**src/rtl/icache_responder.sv**
```systemverilog
// rtl/icache_responder.sv - direct-mapped read-only instruction cache, one outstanding fetch
// Optional hit/miss performance counters are built when ICACHE_PERF_CNT_EN is defined.
module icache_responder #(
    parameter int INDEX_BITS = 6
) (
    input  logic        clk,
    input  logic        rst,
    input  logic        rdy,
    input  logic        ins_asked,
    input  logic [31:0] ins_addr,
    output logic        ic_rdy,
    output logic [31:0] ins,
    output logic        mem_ask,
    output logic [31:0] mem_addr,
    input  logic        mem_rdy,
    input  logic [31:0] mem_data
`ifdef ICACHE_PERF_CNT_EN
    ,
    output logic [31:0] hit_cnt,
    output logic [31:0] miss_cnt
`endif
);
    localparam int LINES = 1 << INDEX_BITS;
    localparam int TAG_W = 32 - INDEX_BITS - 2;

    typedef enum logic {IDLE, MISS_WAIT} state_e;

    state_e                  state_q, state_d;
    logic [LINES-1:0]        valid_q;
    logic [TAG_W-1:0]        tag_q [LINES];
    logic [31:0]             data_q [LINES];
    logic                    ic_rdy_q, ic_rdy_d;
    logic [31:0]             ins_q, ins_d;
    logic                    mem_ask_q, mem_ask_d;
    logic [31:0]             mem_addr_q, mem_addr_d;
    logic [INDEX_BITS-1:0]   miss_idx_q, miss_idx_d;
    logic [TAG_W-1:0]        miss_tag_q, miss_tag_d;

    logic [INDEX_BITS-1:0]   req_idx;
    logic [TAG_W-1:0]        req_tag;
    logic                    lookup_hit;
    logic                    fill_en;
    logic                    hit_evt;
    logic                    miss_evt;
    logic                    unused_addr_bits;

    assign req_idx          = ins_addr[INDEX_BITS+1:2];
    assign req_tag          = ins_addr[31:INDEX_BITS+2];
    assign lookup_hit       = valid_q[req_idx] && (tag_q[req_idx] == req_tag);
    assign unused_addr_bits = ^ins_addr[1:0];

    always_comb begin
        state_d    = state_q;
        ic_rdy_d   = 1'b0;
        ins_d      = ins_q;
        mem_ask_d  = mem_ask_q;
        mem_addr_d = mem_addr_q;
        miss_idx_d = miss_idx_q;
        miss_tag_d = miss_tag_q;
        fill_en    = 1'b0;
        hit_evt    = 1'b0;
        miss_evt   = 1'b0;
        case (state_q)
            IDLE: begin
                if (ins_asked) begin
                    if (lookup_hit) begin
                        ins_d    = data_q[req_idx];
                        ic_rdy_d = 1'b1;
                        hit_evt  = 1'b1;
                    end else begin
                        mem_ask_d  = 1'b1;
                        mem_addr_d = {ins_addr[31:2], 2'b00};
                        miss_idx_d = req_idx;
                        miss_tag_d = req_tag;
                        miss_evt   = 1'b1;
                        state_d    = MISS_WAIT;
                    end
                end
            end
            MISS_WAIT: begin
                // New requests are not looked at here; the fetcher waits for ic_rdy.
                if (mem_rdy) begin
                    fill_en   = 1'b1;
                    ins_d     = mem_data;
                    ic_rdy_d  = 1'b1;
                    mem_ask_d = 1'b0;
                    state_d   = IDLE;
                end
            end
            default: state_d = IDLE;
        endcase
    end

    always_ff @(posedge clk) begin
        if (rst) begin
            state_q    <= IDLE;
            valid_q    <= '0;
            ic_rdy_q   <= 1'b0;
            ins_q      <= '0;
            mem_ask_q  <= 1'b0;
            mem_addr_q <= '0;
            miss_idx_q <= '0;
            miss_tag_q <= '0;
        end else if (rdy) begin
            state_q    <= state_d;
            ic_rdy_q   <= ic_rdy_d;
            ins_q      <= ins_d;
            mem_ask_q  <= mem_ask_d;
            mem_addr_q <= mem_addr_d;
            miss_idx_q <= miss_idx_d;
            miss_tag_q <= miss_tag_d;
            if (fill_en) begin
                valid_q[miss_idx_q] <= 1'b1;
            end
        end
    end

    // Tag/data arrays need no reset: the valid bits gate every lookup.
    always_ff @(posedge clk) begin
        if (!rst && rdy && fill_en) begin
            tag_q[miss_idx_q]  <= miss_tag_q;
            data_q[miss_idx_q] <= mem_data;
        end
    end

    assign ic_rdy   = ic_rdy_q;
    assign ins      = ins_q;
    assign mem_ask  = mem_ask_q;
    assign mem_addr = mem_addr_q;

`ifdef ICACHE_PERF_CNT_EN
    logic [31:0] hit_cnt_q;
    logic [31:0] miss_cnt_q;

    always_ff @(posedge clk) begin
        if (rst) begin
            hit_cnt_q  <= '0;
            miss_cnt_q <= '0;
        end else if (rdy) begin
            if (hit_evt) begin
                hit_cnt_q <= hit_cnt_q + 32'd1;
            end
            if (miss_evt) begin
                miss_cnt_q <= miss_cnt_q + 32'd1;
            end
        end
    end

    assign hit_cnt  = hit_cnt_q;
    assign miss_cnt = miss_cnt_q;
`else
    logic unused_evts;
    assign unused_evts = hit_evt ^ miss_evt;
`endif

endmodule

```
**config.mk**
```make
export PLATFORM = sky130hd
export DESIGN_NAME = icache_responder
export DESIGN_NICKNAME = d
export VERILOG_FILES = /design/src/rtl/icache_responder.sv
export SDC_FILE = /design/constraint.sdc
export NUM_CORES = 2
export LEC_CHECK = 0
export BUFFER_PORTS_ARGS = -buffer_cell sky130_fd_sc_hd__clkbuf_2
export CAP_MARGIN = 20
export CORE_UTILIZATION = 40
export CTS_CLUSTER_DIAMETER = 40
export DETAILED_ROUTE_END_ITERATION = 16
export PLACE_DENSITY_LB_ADDON = 0.12
export SYNTH_ARGS = -nofsm -noshare
export SYNTH_HDL_FRONTEND = slang
export SYNTH_SLANG_ARGS = --single-unit
export TNS_END_PERCENT = 50
```
**constraint.sdc**
```tcl
create_clock -name clk -period 5 [get_ports clk]
set_input_delay 0 -clock clk [delete_from_list [all_inputs] [get_ports clk]]
set_output_delay 0 -clock clk [all_outputs]
set_load 0.02 [all_outputs]
```
==> metrics.txt <==
Finish-stage setup viols 0; DR pass1 iterations 6; Synth top area share 75.0%; post-synth cell types 86; Max Slew Vio Count 0; register share of total power between 40% and 50%; crit end category flop; ys flop type edfxtp_1; largest net degree at the start of global routing 85; Post-DP HPWL 239000 um; ranking of synthesized cells by area edfxtp_1 75%, mux4_2 14%, mux2i_1 2.5%; pre-CTS setup slack roughly 0.26 ns; dpl cell area between 0.15 and 0.2 sq mm; final wirelength around 460000 um; Worst-Margin Slew ~1.2 ns; overall routing resource usage around a quarter; Hold Crit Class input pin to flop; R2R depth 14; via/cell ratio 5.97; worst rel slew slack between 10% and 20%; internal power around 60 mW; final cycle utilization of the critical path 92.9%; Gate power share under 10%; Mapped Cells between 6000 and 7000; unrepaired setup endpoints after global routing no; clk_lat worst skew roughly 1.0 ns; Syn Area/Cell about 22 sq um; die span in y around 600 um; Hold Fails Final Rpt 0; largest area contributor in the netlist edfxtp_1; CTS Root Cell clkbuf_16; sw frac approximately 22%; Starting Density about 40%; arrival time worst endpoint 5.55 ns; sw power around 17 mW; I/O pin cnt 135; Worst EP required roughly 5.9 ns; initial DRC count between 8000 and 9000; global-route wire length before repair 627000 um; vias post-DR roughly 74000; post_cts resized 0; CP max stage delay roughly 0.60 ns; number of global-route vias before repair ~74000; Final Critical Period roughly 4.6 ns; Max Freq ~220 MHz; crit path kind input pin to flop; postcts setup bufs 0; hold_buf cts 96; sequential fraction of the synthesis area around 77%; Max H-tree Level 6; R2R Path End miss_tag_q[22]; hold depth 2; synth warn 0; Area Growth Syn to Fin 20.7%; largest fanout on the critical path 39; crit path max-delay cell type a2111oi_0; Clock Pin Slew Worst Setup and Hold Paths around 0.050 ns; wire per inst 37.1 um; hold path endpoint data_q[30][15]; Commonest cells post-synth 3584 x edfxtp_1, 909 x mux4_2, 365 x mux2i_1, 171 x nand2_1, 143 x clkbuf_1; Startpoint Class input pin; TritonCTS buffer count 547; TNS Setup 0 ns; clock skew around 0.046 ns; post-synthesis async set-or-reset flop share 0%; number of synthesized flops with an enable pin 3584; R2R setup slack roughly 0.35 ns; Mapped Area 0.143 sq mm; VDD IR max ~0.39 mV; CORE AREA between 0.3 and 0.4 sq mm; design area 0.173 sq mm; HP Start mem_data[15]; final worst setup slack approximately 0.35 ns; die area approximately 0.36 sq mm; worst path cell trace dlygate4sd3_1 > buf_12 > buf_4 > nor2b_4 > buf_12 > a22oi_1 > nand3_1 > nand4_1 > xor2_1 > a2111oi_0 > buf_4 > nand4_1 > buf_4 > a2111oi_4 > buf_12 > a21boi_4 > buf_12 > mux2i_1 > dlygate4sd3_1; row cnt around 220; Layout Nets approximately 7300; status finished, final reports clean; count of state elements after synthesis approximately 3700; max-cap violation count 0; number of fill cells approximately 29000; power share of the clock group around 51%; Pwr Density around 440 mW/mm^2; grt ovf 0; reg2reg start tag_q[55][7]; layout cell share with drive strength beyond 1 roughly a third; Die X about 600 um; leak pwr 55.4 nW; initial antenna violation count 15; gpl congestion between 0.7 and 0.8; clock buffer depth 4; Antenna Nets Post-Route 0; CTS tree done; Post-route DRC 0; count leader, synth edfxtp_1; Num Clock Sinks between 3000 and 4000; most frequent CP cell buf_12; IO buf count 130
[cell families (layout without fill, tap and decap cells)]
group | after synthesis | count (layout) | share of synthesized area (%)
and+or+nand+nor | 540 | 540 | 1.92
DFF | 3713 | 3713 | 76.8
muxes | 1316 | 1316 | 17.3
buffers and inverters | 389 | 1656 | 1.43
AOI/OAI and AO/OA | 450 | 450 | 2.41
other | 1 | 7 | 0.00261
xor gates and xnor gates | 23 | 23 | 0.140
[through the flow]
stage | hold WS (ns) | cells | utilization, % | power (mW)
final | 0.0818 | 12500 | 48.6 | 76.8
after global routing | 0.0263 | 12500 | 48.6 | 78.8
after CTS | 0.00985 | 12400 | 48.3 | 77.3
after detailed placement | 0.273 | 11300 | 42.8 | 38.5
after global placement | 0.268 | 11300 | 42.8 | 38.4
after floorplan | 0.0989 | 6433 | - | 37.0
[state kept, by name, indices dropped and copies added (netlist names), 5 cells and up]
name,flops
miss_idx_q,5
ins,32
miss_tag_q,24
data_q,2048
tag_q,1536
valid_q,64
[worst max path at each step]
stage / from / to / cells past startpoint
finish: ins_addr[2] / miss_tag_q[22] / 19
global route: tag_q[55][7] / miss_tag_q[22] / 14
CTS: ins_addr[2] / state_q / 19
detailed placement: ins_addr[2] / ins[17] / 16
global placement: ins_addr[2] / ins[31] / 16
floorplan: miss_idx_q[3] / data_q[11][0] / 4
[layout make-up]
cell class | instances | area (sq um) | area share [%]
well taps | 4751 | 5940 | 3.43
inverters | 14 | 60.1 | 0.0347
diodes | 5 | 12.5 | 0.00722
repair buffers | 637 | 6560 | 3.79
clock buffers | 624 | 14300 | 8.25
multi-input cells | 2331 | 31700 | 18.3
flip-flops and latches | 3713 | 110000 | 63.6
clock inverters | 381 | 4360 | 2.52
[cells in the final DEF (no fill, tap or decap), types with 38 or more instances in the layout]
cell type / n
a21oi_1: 52
a22oi_1: 124
mux4_2: 909
nand2_1: 170
inv_6: 59
dlygate4sd3_1: 113
clkbuf_2: 123
nor2b_1: 47
clkinv_1: 57
edfxtp_1: 3584
a221oi_1: 45
clkinv_2: 80
clkinvlp_4: 57
buf_12: 135
nand3_1: 82
clkbuf_1: 59
nor2_4: 65
dfxtp_1: 104
buf_4: 257
a21o_1: 57
mux2i_1: 365
a22o_1: 38
bufinv_16: 66
clkbuf_16: 559
[worst max-delay path, delay by kind of cell]
kind                   cells  cell delay (ns)
AO/OA/AOI/OAI              4             1.28
XOR/XNOR                   1             0.21
buffers and inverters      9             2.82
multiplexers               1             0.15
AND/OR/NAND/NOR            4             0.86
[power by group through the flow]
| stage | clock network, mW | logic (mW) | registers (mW) |
|---|---|---|---|
| floorplan | 0 | 1.91 | 35.1 |
| global placement | 0 | 3.28 | 35.1 |
| detailed placement | 0 | 3.30 | 35.2 |
| CTS | 39.4 | 3.37 | 34.5 |
| global route | 40.7 | 3.80 | 34.3 |
| finish | 38.9 | 3.59 | 34.4 |
[layer usage]
metal / wire (um) / GRT usage [%] / vias up / part of all wire [%]
met5: 25 / 0 / - / 0.0054
met4: 13800 / 7.12 / 4 / 3.0
met3: 29900 / 4.06 / 719 / 6.5
met2: 228000 / 42.2 / 2990 / 49
met1: 190000 / 34.5 / 41400 / 41
li1: - / - / 29200 / -
(Power assumes the default switching activity.)
